**src/rtl/dt_rr_if.sv**
```systemverilog
// Bundled packet ports of the round-robin scheduler: four ingress lanes,
// five egress lanes with per-lane ready, plus drop counter and busy status.
interface dt_rr_if #(
  parameter int DCW = 8
);
  logic [19:0]    in_n0, in_n1, in_n2, in_n3;
  logic           in_rdy_n0, in_rdy_n1, in_rdy_n2, in_rdy_n3;
  logic [17:0]    out_n0, out_n1, out_n2, out_n3, out_n4;
  logic           out_rdy_n0, out_rdy_n1, out_rdy_n2, out_rdy_n3, out_rdy_n4;
  logic [DCW-1:0] drop_cnt;
  logic           busy;

  modport master (
    output in_n0, in_n1, in_n2, in_n3,
    output out_rdy_n0, out_rdy_n1, out_rdy_n2, out_rdy_n3, out_rdy_n4,
    input  in_rdy_n0, in_rdy_n1, in_rdy_n2, in_rdy_n3,
    input  out_n0, out_n1, out_n2, out_n3, out_n4,
    input  drop_cnt, busy
  );

  modport slave (
    input  in_n0, in_n1, in_n2, in_n3,
    input  out_rdy_n0, out_rdy_n1, out_rdy_n2, out_rdy_n3, out_rdy_n4,
    output in_rdy_n0, in_rdy_n1, in_rdy_n2, in_rdy_n3,
    output out_n0, out_n1, out_n2, out_n3, out_n4,
    output drop_cnt, busy
  );
endinterface

```
**src/rtl/dt_rr_scheduler.sv**
```systemverilog
// Lossless 4-in/5-out packet scheduler: per-source FIFOs, per-destination
// round-robin arbitration over FIFO heads, registered egress with backpressure.
module dt_rr_scheduler #(
  parameter int DEPTH = 2,
  parameter int DCW   = 8
) (
  input  logic   clk,
  input  logic   rst_n,
  dt_rr_if.slave bus
);
  localparam int AW = $clog2(DEPTH);
  localparam int CW = AW + 1;

  logic [3:0][19:0] in_s;
  logic [4:0]       out_rdy_s;

  logic [18:0]      mem_q [4][DEPTH];
  logic [AW-1:0]    wr_q [4];
  logic [AW-1:0]    wr_d [4];
  logic [AW-1:0]    rd_q [4];
  logic [AW-1:0]    rd_d [4];
  logic [CW-1:0]    cnt_q [4];
  logic [CW-1:0]    cnt_d [4];
  logic [4:0][1:0]  ptr_q, ptr_d;
  logic [4:0][17:0] out_q, out_d;
  logic [DCW-1:0]   drop_q, drop_d;
  logic [DCW:0]     drop_sum_s;
  logic [2:0]       ndrop_s;
  logic [3:0]       rdy_q, rdy_d;
  logic             busy_q, busy_d;

  logic [3:0]       push_s, pop_s, drop_s;
  logic [3:0][2:0]  head_dest_s;
  logic [3:0][15:0] head_data_s;
  logic [4:0][3:0]  cand_s;

  assign in_s      = {bus.in_n3, bus.in_n2, bus.in_n1, bus.in_n0};
  assign out_rdy_s = {bus.out_rdy_n4, bus.out_rdy_n3, bus.out_rdy_n2,
                      bus.out_rdy_n1, bus.out_rdy_n0};

  assign bus.in_rdy_n0 = rdy_q[0];
  assign bus.in_rdy_n1 = rdy_q[1];
  assign bus.in_rdy_n2 = rdy_q[2];
  assign bus.in_rdy_n3 = rdy_q[3];
  assign bus.out_n0    = out_q[0];
  assign bus.out_n1    = out_q[1];
  assign bus.out_n2    = out_q[2];
  assign bus.out_n3    = out_q[3];
  assign bus.out_n4    = out_q[4];
  assign bus.drop_cnt  = drop_q;
  assign bus.busy      = busy_q;

  // Heads, accept/drop qualification and per-destination candidate sets.
  always_comb begin
    for (int i = 0; i < 4; i++) begin
      head_dest_s[i] = mem_q[i][rd_q[i]][18:16];
      head_data_s[i] = mem_q[i][rd_q[i]][15:0];
      push_s[i]      = in_s[i][19] & rdy_q[i] & (in_s[i][18:16] <= 3'd4);
      drop_s[i]      = in_s[i][19] & rdy_q[i] & (in_s[i][18:16] >  3'd4);
    end
    for (int k = 0; k < 5; k++) begin
      for (int i = 0; i < 4; i++) begin
        cand_s[k][i] = (cnt_q[i] != CW'(0)) & (head_dest_s[i] == 3'(k));
      end
    end
  end

  // Round-robin grant per output; a held slot blocks its own grant only.
  always_comb begin
    logic       found;
    logic [1:0] win;
    logic [1:0] idx;
    pop_s = 4'b0000;
    ptr_d = ptr_q;
    out_d = out_q;
    for (int k = 0; k < 5; k++) begin
      found = 1'b0;
      win   = 2'd0;
      for (int o = 0; o < 4; o++) begin
        idx = ptr_q[k] + 2'(o);
        if (!found && cand_s[k][idx]) begin
          found = 1'b1;
          win   = idx;
        end else begin
          found = found;
        end
      end
      if (((out_q[k][17:16] == 2'b00) || out_rdy_s[k]) && found) begin
        out_d[k]   = {(((cand_s[k] & (cand_s[k] - 4'd1)) != 4'd0) ? 2'b10 : 2'b01),
                      head_data_s[win]};
        ptr_d[k]   = win + 2'd1;
        pop_s[win] = 1'b1;
      end else if (out_rdy_s[k]) begin
        out_d[k] = 18'h0;
      end else begin
        out_d[k] = out_q[k];
      end
    end
  end

  // FIFO pointers, occupancy, saturating drop count and status next-state.
  always_comb begin
    ndrop_s = 3'd0;
    busy_d  = 1'b0;
    for (int i = 0; i < 4; i++) begin
      wr_d[i]  = wr_q[i] + AW'(push_s[i]);
      rd_d[i]  = rd_q[i] + AW'(pop_s[i]);
      cnt_d[i] = cnt_q[i] + CW'(push_s[i]) - CW'(pop_s[i]);
      rdy_d[i] = (cnt_d[i] < CW'(DEPTH));
      ndrop_s  = ndrop_s + 3'(drop_s[i]);
      if (cnt_d[i] != CW'(0)) begin
        busy_d = 1'b1;
      end else begin
        busy_d = busy_d;
      end
    end
    for (int k = 0; k < 5; k++) begin
      if (out_d[k][17:16] != 2'b00) begin
        busy_d = 1'b1;
      end else begin
        busy_d = busy_d;
      end
    end
    drop_sum_s = {1'b0, drop_q} + (DCW+1)'(ndrop_s);
    drop_d     = drop_sum_s[DCW] ? {DCW{1'b1}} : drop_sum_s[DCW-1:0];
  end

  // State registers; reset empties every FIFO and discards held packets.
  always_ff @(posedge clk or negedge rst_n) begin
    if (!rst_n) begin
      for (int i = 0; i < 4; i++) begin
        wr_q[i]  <= '0;
        rd_q[i]  <= '0;
        cnt_q[i] <= '0;
      end
      ptr_q  <= '0;
      out_q  <= '0;
      drop_q <= '0;
      rdy_q  <= 4'b1111;
      busy_q <= 1'b0;
    end else begin
      for (int i = 0; i < 4; i++) begin
        wr_q[i]  <= wr_d[i];
        rd_q[i]  <= rd_d[i];
        cnt_q[i] <= cnt_d[i];
      end
      ptr_q  <= ptr_d;
      out_q  <= out_d;
      drop_q <= drop_d;
      rdy_q  <= rdy_d;
      busy_q <= busy_d;
    end
  end

  // Packet storage; contents are meaningless unless covered by the count.
  always_ff @(posedge clk) begin
    for (int i = 0; i < 4; i++) begin
      if (push_s[i]) begin
        mem_q[i][wr_q[i]] <= in_s[i][18:0];
      end
    end
  end
endmodule

```
**src/flat_wrapper.sv**
```systemverilog
// flat-port wrapper written by rule: the top's interface ports become plain ports
module dt_rr_scheduler_flat 
#(
  parameter int DEPTH = 2,
  parameter int DCW   = 8
)
  (clk, rst_n, bus_in_n0, bus_in_n1, bus_in_n2, bus_in_n3, bus_out_rdy_n0, bus_out_rdy_n1, bus_out_rdy_n2, bus_out_rdy_n3, bus_out_rdy_n4, bus_in_rdy_n0, bus_in_rdy_n1, bus_in_rdy_n2, bus_in_rdy_n3, bus_out_n0, bus_out_n1, bus_out_n2, bus_out_n3, bus_out_n4, bus_drop_cnt, bus_busy);
  dt_rr_if #(.DCW(DCW)) bus_i ();
  input  logic clk;
  input  logic rst_n;
  input wire logic [$bits(bus_i.in_n0)-1:0] bus_in_n0;
  input wire logic [$bits(bus_i.in_n1)-1:0] bus_in_n1;
  input wire logic [$bits(bus_i.in_n2)-1:0] bus_in_n2;
  input wire logic [$bits(bus_i.in_n3)-1:0] bus_in_n3;
  input wire logic [$bits(bus_i.out_rdy_n0)-1:0] bus_out_rdy_n0;
  input wire logic [$bits(bus_i.out_rdy_n1)-1:0] bus_out_rdy_n1;
  input wire logic [$bits(bus_i.out_rdy_n2)-1:0] bus_out_rdy_n2;
  input wire logic [$bits(bus_i.out_rdy_n3)-1:0] bus_out_rdy_n3;
  input wire logic [$bits(bus_i.out_rdy_n4)-1:0] bus_out_rdy_n4;
  output wire logic [$bits(bus_i.in_rdy_n0)-1:0] bus_in_rdy_n0;
  output wire logic [$bits(bus_i.in_rdy_n1)-1:0] bus_in_rdy_n1;
  output wire logic [$bits(bus_i.in_rdy_n2)-1:0] bus_in_rdy_n2;
  output wire logic [$bits(bus_i.in_rdy_n3)-1:0] bus_in_rdy_n3;
  output wire logic [$bits(bus_i.out_n0)-1:0] bus_out_n0;
  output wire logic [$bits(bus_i.out_n1)-1:0] bus_out_n1;
  output wire logic [$bits(bus_i.out_n2)-1:0] bus_out_n2;
  output wire logic [$bits(bus_i.out_n3)-1:0] bus_out_n3;
  output wire logic [$bits(bus_i.out_n4)-1:0] bus_out_n4;
  output wire logic [$bits(bus_i.drop_cnt)-1:0] bus_drop_cnt;
  output wire logic [$bits(bus_i.busy)-1:0] bus_busy;
  assign bus_i.in_n0 = bus_in_n0;
  assign bus_i.in_n1 = bus_in_n1;
  assign bus_i.in_n2 = bus_in_n2;
  assign bus_i.in_n3 = bus_in_n3;
  assign bus_i.out_rdy_n0 = bus_out_rdy_n0;
  assign bus_i.out_rdy_n1 = bus_out_rdy_n1;
  assign bus_i.out_rdy_n2 = bus_out_rdy_n2;
  assign bus_i.out_rdy_n3 = bus_out_rdy_n3;
  assign bus_i.out_rdy_n4 = bus_out_rdy_n4;
  assign bus_in_rdy_n0 = bus_i.in_rdy_n0;
  assign bus_in_rdy_n1 = bus_i.in_rdy_n1;
  assign bus_in_rdy_n2 = bus_i.in_rdy_n2;
  assign bus_in_rdy_n3 = bus_i.in_rdy_n3;
  assign bus_out_n0 = bus_i.out_n0;
  assign bus_out_n1 = bus_i.out_n1;
  assign bus_out_n2 = bus_i.out_n2;
  assign bus_out_n3 = bus_i.out_n3;
  assign bus_out_n4 = bus_i.out_n4;
  assign bus_drop_cnt = bus_i.drop_cnt;
  assign bus_busy = bus_i.busy;
  dt_rr_scheduler #(.DEPTH(DEPTH), .DCW(DCW)) u_core (.clk(clk), .rst_n(rst_n), .bus(bus_i));
endmodule
```
**config.mk**
```make
export PLATFORM = sky130hd
export DESIGN_NAME = dt_rr_scheduler_flat
export DESIGN_NICKNAME = d
export VERILOG_FILES = /design/src/rtl/dt_rr_if.sv /design/src/rtl/dt_rr_scheduler.sv /design/src/flat_wrapper.sv
export SDC_FILE = /design/constraint.sdc
export NUM_CORES = 1
export LEC_CHECK = 0
export ABC_AREA = 1
export BUFFER_PORTS_ARGS = -buffer_cell sky130_fd_sc_hd__buf_2
export CAP_MARGIN = 20
export CORE_MARGIN = 1
export CORE_UTILIZATION = 40
export DETAILED_ROUTE_END_ITERATION = 8
export GPL_TIMING_DRIVEN = 0
export HOLD_SLACK_MARGIN = 0.06
export PLACE_DENSITY = 0.56
export SLEW_MARGIN = 25
export SYNTH_ARGS = -nofsm -noshare
export SYNTH_HDL_FRONTEND = slang
export SYNTH_SLANG_ARGS = --single-unit
```
**constraint.sdc**
```tcl
create_clock -name clk -period 4.7 [get_ports clk]
set_input_delay 0.94 -clock clk [delete_from_list [all_inputs] [get_ports clk]]
set_output_delay 0.94 -clock clk [all_outputs]
set_load 0.02 [all_outputs]
```
==> run metrics <==
fin crit share between 90% and 100%; CP peak stage delay 0.36 ns; Syn Area/Cell approximately 8 um2; Die Y-Extent roughly 200 um; Total Nets Final 2,361; Root Driver clkbuf_16; vias after detailed routing ~15,000; layout cell share with drive strength beyond 1 between 20% and 30%; vias per cell between 5 and 6; die area a little over 0.04 mm2; Clock Sinks between 200 and 300; Hold Path Class primary input to async pin; Cell variety after synth 42; # DRC 0; sequential-to-total area share from yosys stat a little under half; TritonCTS clock tree yes; core area between 0.04 and 0.05 mm2; starting density of the core about 41%; Final WS setup between 0.3 and 0.4 ns; clock slew at reported path FFs approximately 0.060 ns; critical path's most frequent cell nand3_1; Post-Place Setup Slack -0.261 ns; worst skew pair latency ~0.58 ns; Setup crit end kind flip-flop; Yosys Warn Count 0; Critical Path AT slightly below 5 ns; CTS Buffer Depth 3; RR Startpoint u_core.rd_q[0]; Hold Vio Cnt, Final 0; Layout Skew around 0.018 ns; Post-synth top cells nand2_1, nand3_1, edfxtp_1; hold_ws 0.286 ns; Yosys reg bits ~280; Worst R2R End u_core.bus.busy; count leader, synth nand2_1; dpl hpwl ~43,000 um; Placement Cell Area approximately 0.018 mm2; H-tree levels 1; Non-Filler Instances ~2,800; Post-synth ARST share 45.9%; antenna violations before repair 0; Synth area leaders edfxtp_1, dfrtp_1, nand2_1, nand3_1, ha_1; Max Fclk about 230 MHz; reg2reg setup slack between 0.3 and 0.4 ns; dpl cells ~2,700; Yosys top cell area share ~28%; syn_nets approximately 2,100; DRT Pass-1 Iters 7; Post-synth EDFFs around 150; # port buffers around 190; largest net degree at the start of global routing 67; I/O Pins 190; dominant synthesized flop cell edfxtp_1; Antenna diodes 0; Rel. slew slack around 33%; worst reg2reg path depth 31; Critical Path Start Type flip-flop; crit path max fanout 11; die width between 200 and 250 um; Post-Syn Instances about 2,000; vias in the first global route 14,163; Mapped Area between 0.015 and 0.02 mm2; critical path class flip-flop to flip-flop; MaxCap Viol Count 0; Filler cells ~4,000; row cnt 73; GRT overflow 0; Tot GR Track Use 26.4%; CTS buffer count 31; final setup fails 0; number of DRC markers in iteration 0 around 1,500; DR WL/cell about 20 um; area leader, netlist edfxtp_1; final WL roughly 55,000 um; post-route ant nets 0; status finished, final reports clean; Tmin final roughly 4.4 ns; Crit-path slowest cell dfrtp_1; first-pass GRT wire length about 83,000 um; Worst-Margin Slew roughly 1 ns; Area Overhead vs Synth 19.9%; Slew Viols, Final 0; Placer Congestion around 0.98; worst path required time between 5 and 6 ns; final instance area between 0.015 and 0.02 mm2
## through the flow
stage | TNS (ns) | utilization, %
floorplan | 0 | -
global placement | -0.245 | 44.7
detailed placement | -0.261 | 44.9
CTS | 0 | 47.5
global route | -0.0643 | 48.9
finish | 0 | 48.9
## cell families after synthesis
logic type | Yosys count | share of synthesized area (%)
xor+xnor | 13 | 0.699
compound gates | 49 | 1.96
flops | 281 | 47.8
simple gates | 1375 | 39.1
buf+inv | 223 | 7.15
fa+ha+maj | 41 | 3.24
## area by class of cell
type / instances / area, um2 / area share [%]
timing repair buffer: 221 / 1220 / 6.24
sequential: 281 / 7800 / 39.9
buffer: 90 / 666 / 3.41
clock inverter: 13 / 124 / 0.634
tap: 525 / 657 / 3.36
inverter: 130 / 503 / 2.57
multi-input combinational: 1478 / 7690 / 39.4
clock buffer: 45 / 878 / 4.49
## worst max path at each step
stage                              start               to  slack, ns  cells past startpoint
after floorplan           u_core.rd_q[0]  u_core.bus.busy       0.94                     31
after global placement    u_core.rd_q[0]  u_core.bus.busy      -0.24                     30
after detailed placement  u_core.rd_q[0]  u_core.bus.busy      -0.26                     30
after CTS                 u_core.rd_q[3]  u_core.bus.busy      0.007                     31
after global routing      u_core.rd_q[0]  u_core.bus.busy      -0.06                     32
final                     u_core.rd_q[0]  u_core.bus.busy       0.31                     31
## placed cells by master (no fill, tap or decap), drive strengths merged, types with 6 or more instances in the layout
master and instances:
inv 132, ha 39, clkinv 9, nor2 75, dfrtp 125, clkbuf 52, a21oi 6, xor2 9
buf 304, edfxtp 152, nand3 491, o21ai 32, nand2 785, nand4 13
## sequential cells by signal (all words and copies together) (netlist names), 10 cells and up
signal / flops
u_core.bus.out_n3: 18
u_core.bus.out_n1: 18
u_core.ptr_q: 10
u_core.bus.out_n2: 18
u_core.bus.out_n4: 18
u_core.mem_q: 152
u_core.bus.out_n0: 18
## repair_timing
action,CTS,global route
gates resized for setup,11,90
endpoints found under the hold margin,0,0
hold buffers,0,0
buffers inserted,0,29
gates cloned,0,0
endpoints found under the setup margin,1,1
pin swaps,0,34
## critical path, delay by kind of cell (launching register included)
kind | cells | cell delay (ns)
XOR/XNOR | 2 | 0.34
adder cells (fa/ha/maj) | 3 | 0.65
buffers and inverters | 5 | 0.56
flip-flops | 1 | 0.36
AND/OR/NAND/NOR | 21 | 2.37
## layer usage
| metal | track usage, % | up-vias | wire (um) |
|---|---|---|---|
| li1 | - | 7060 | - |
| met1 | 36.7 | 7060 | 24400 |
| met2 | 42.9 | 631 | 25500 |
| met3 | 3.84 | 85 | 4030 |
| met4 | 7.17 | 0 | 1280 |
| met5 | 0 | - | 0 |
Power is not shown: default switching activity piles up to over one toggle a cycle in this logic, so the estimate is an artifact.
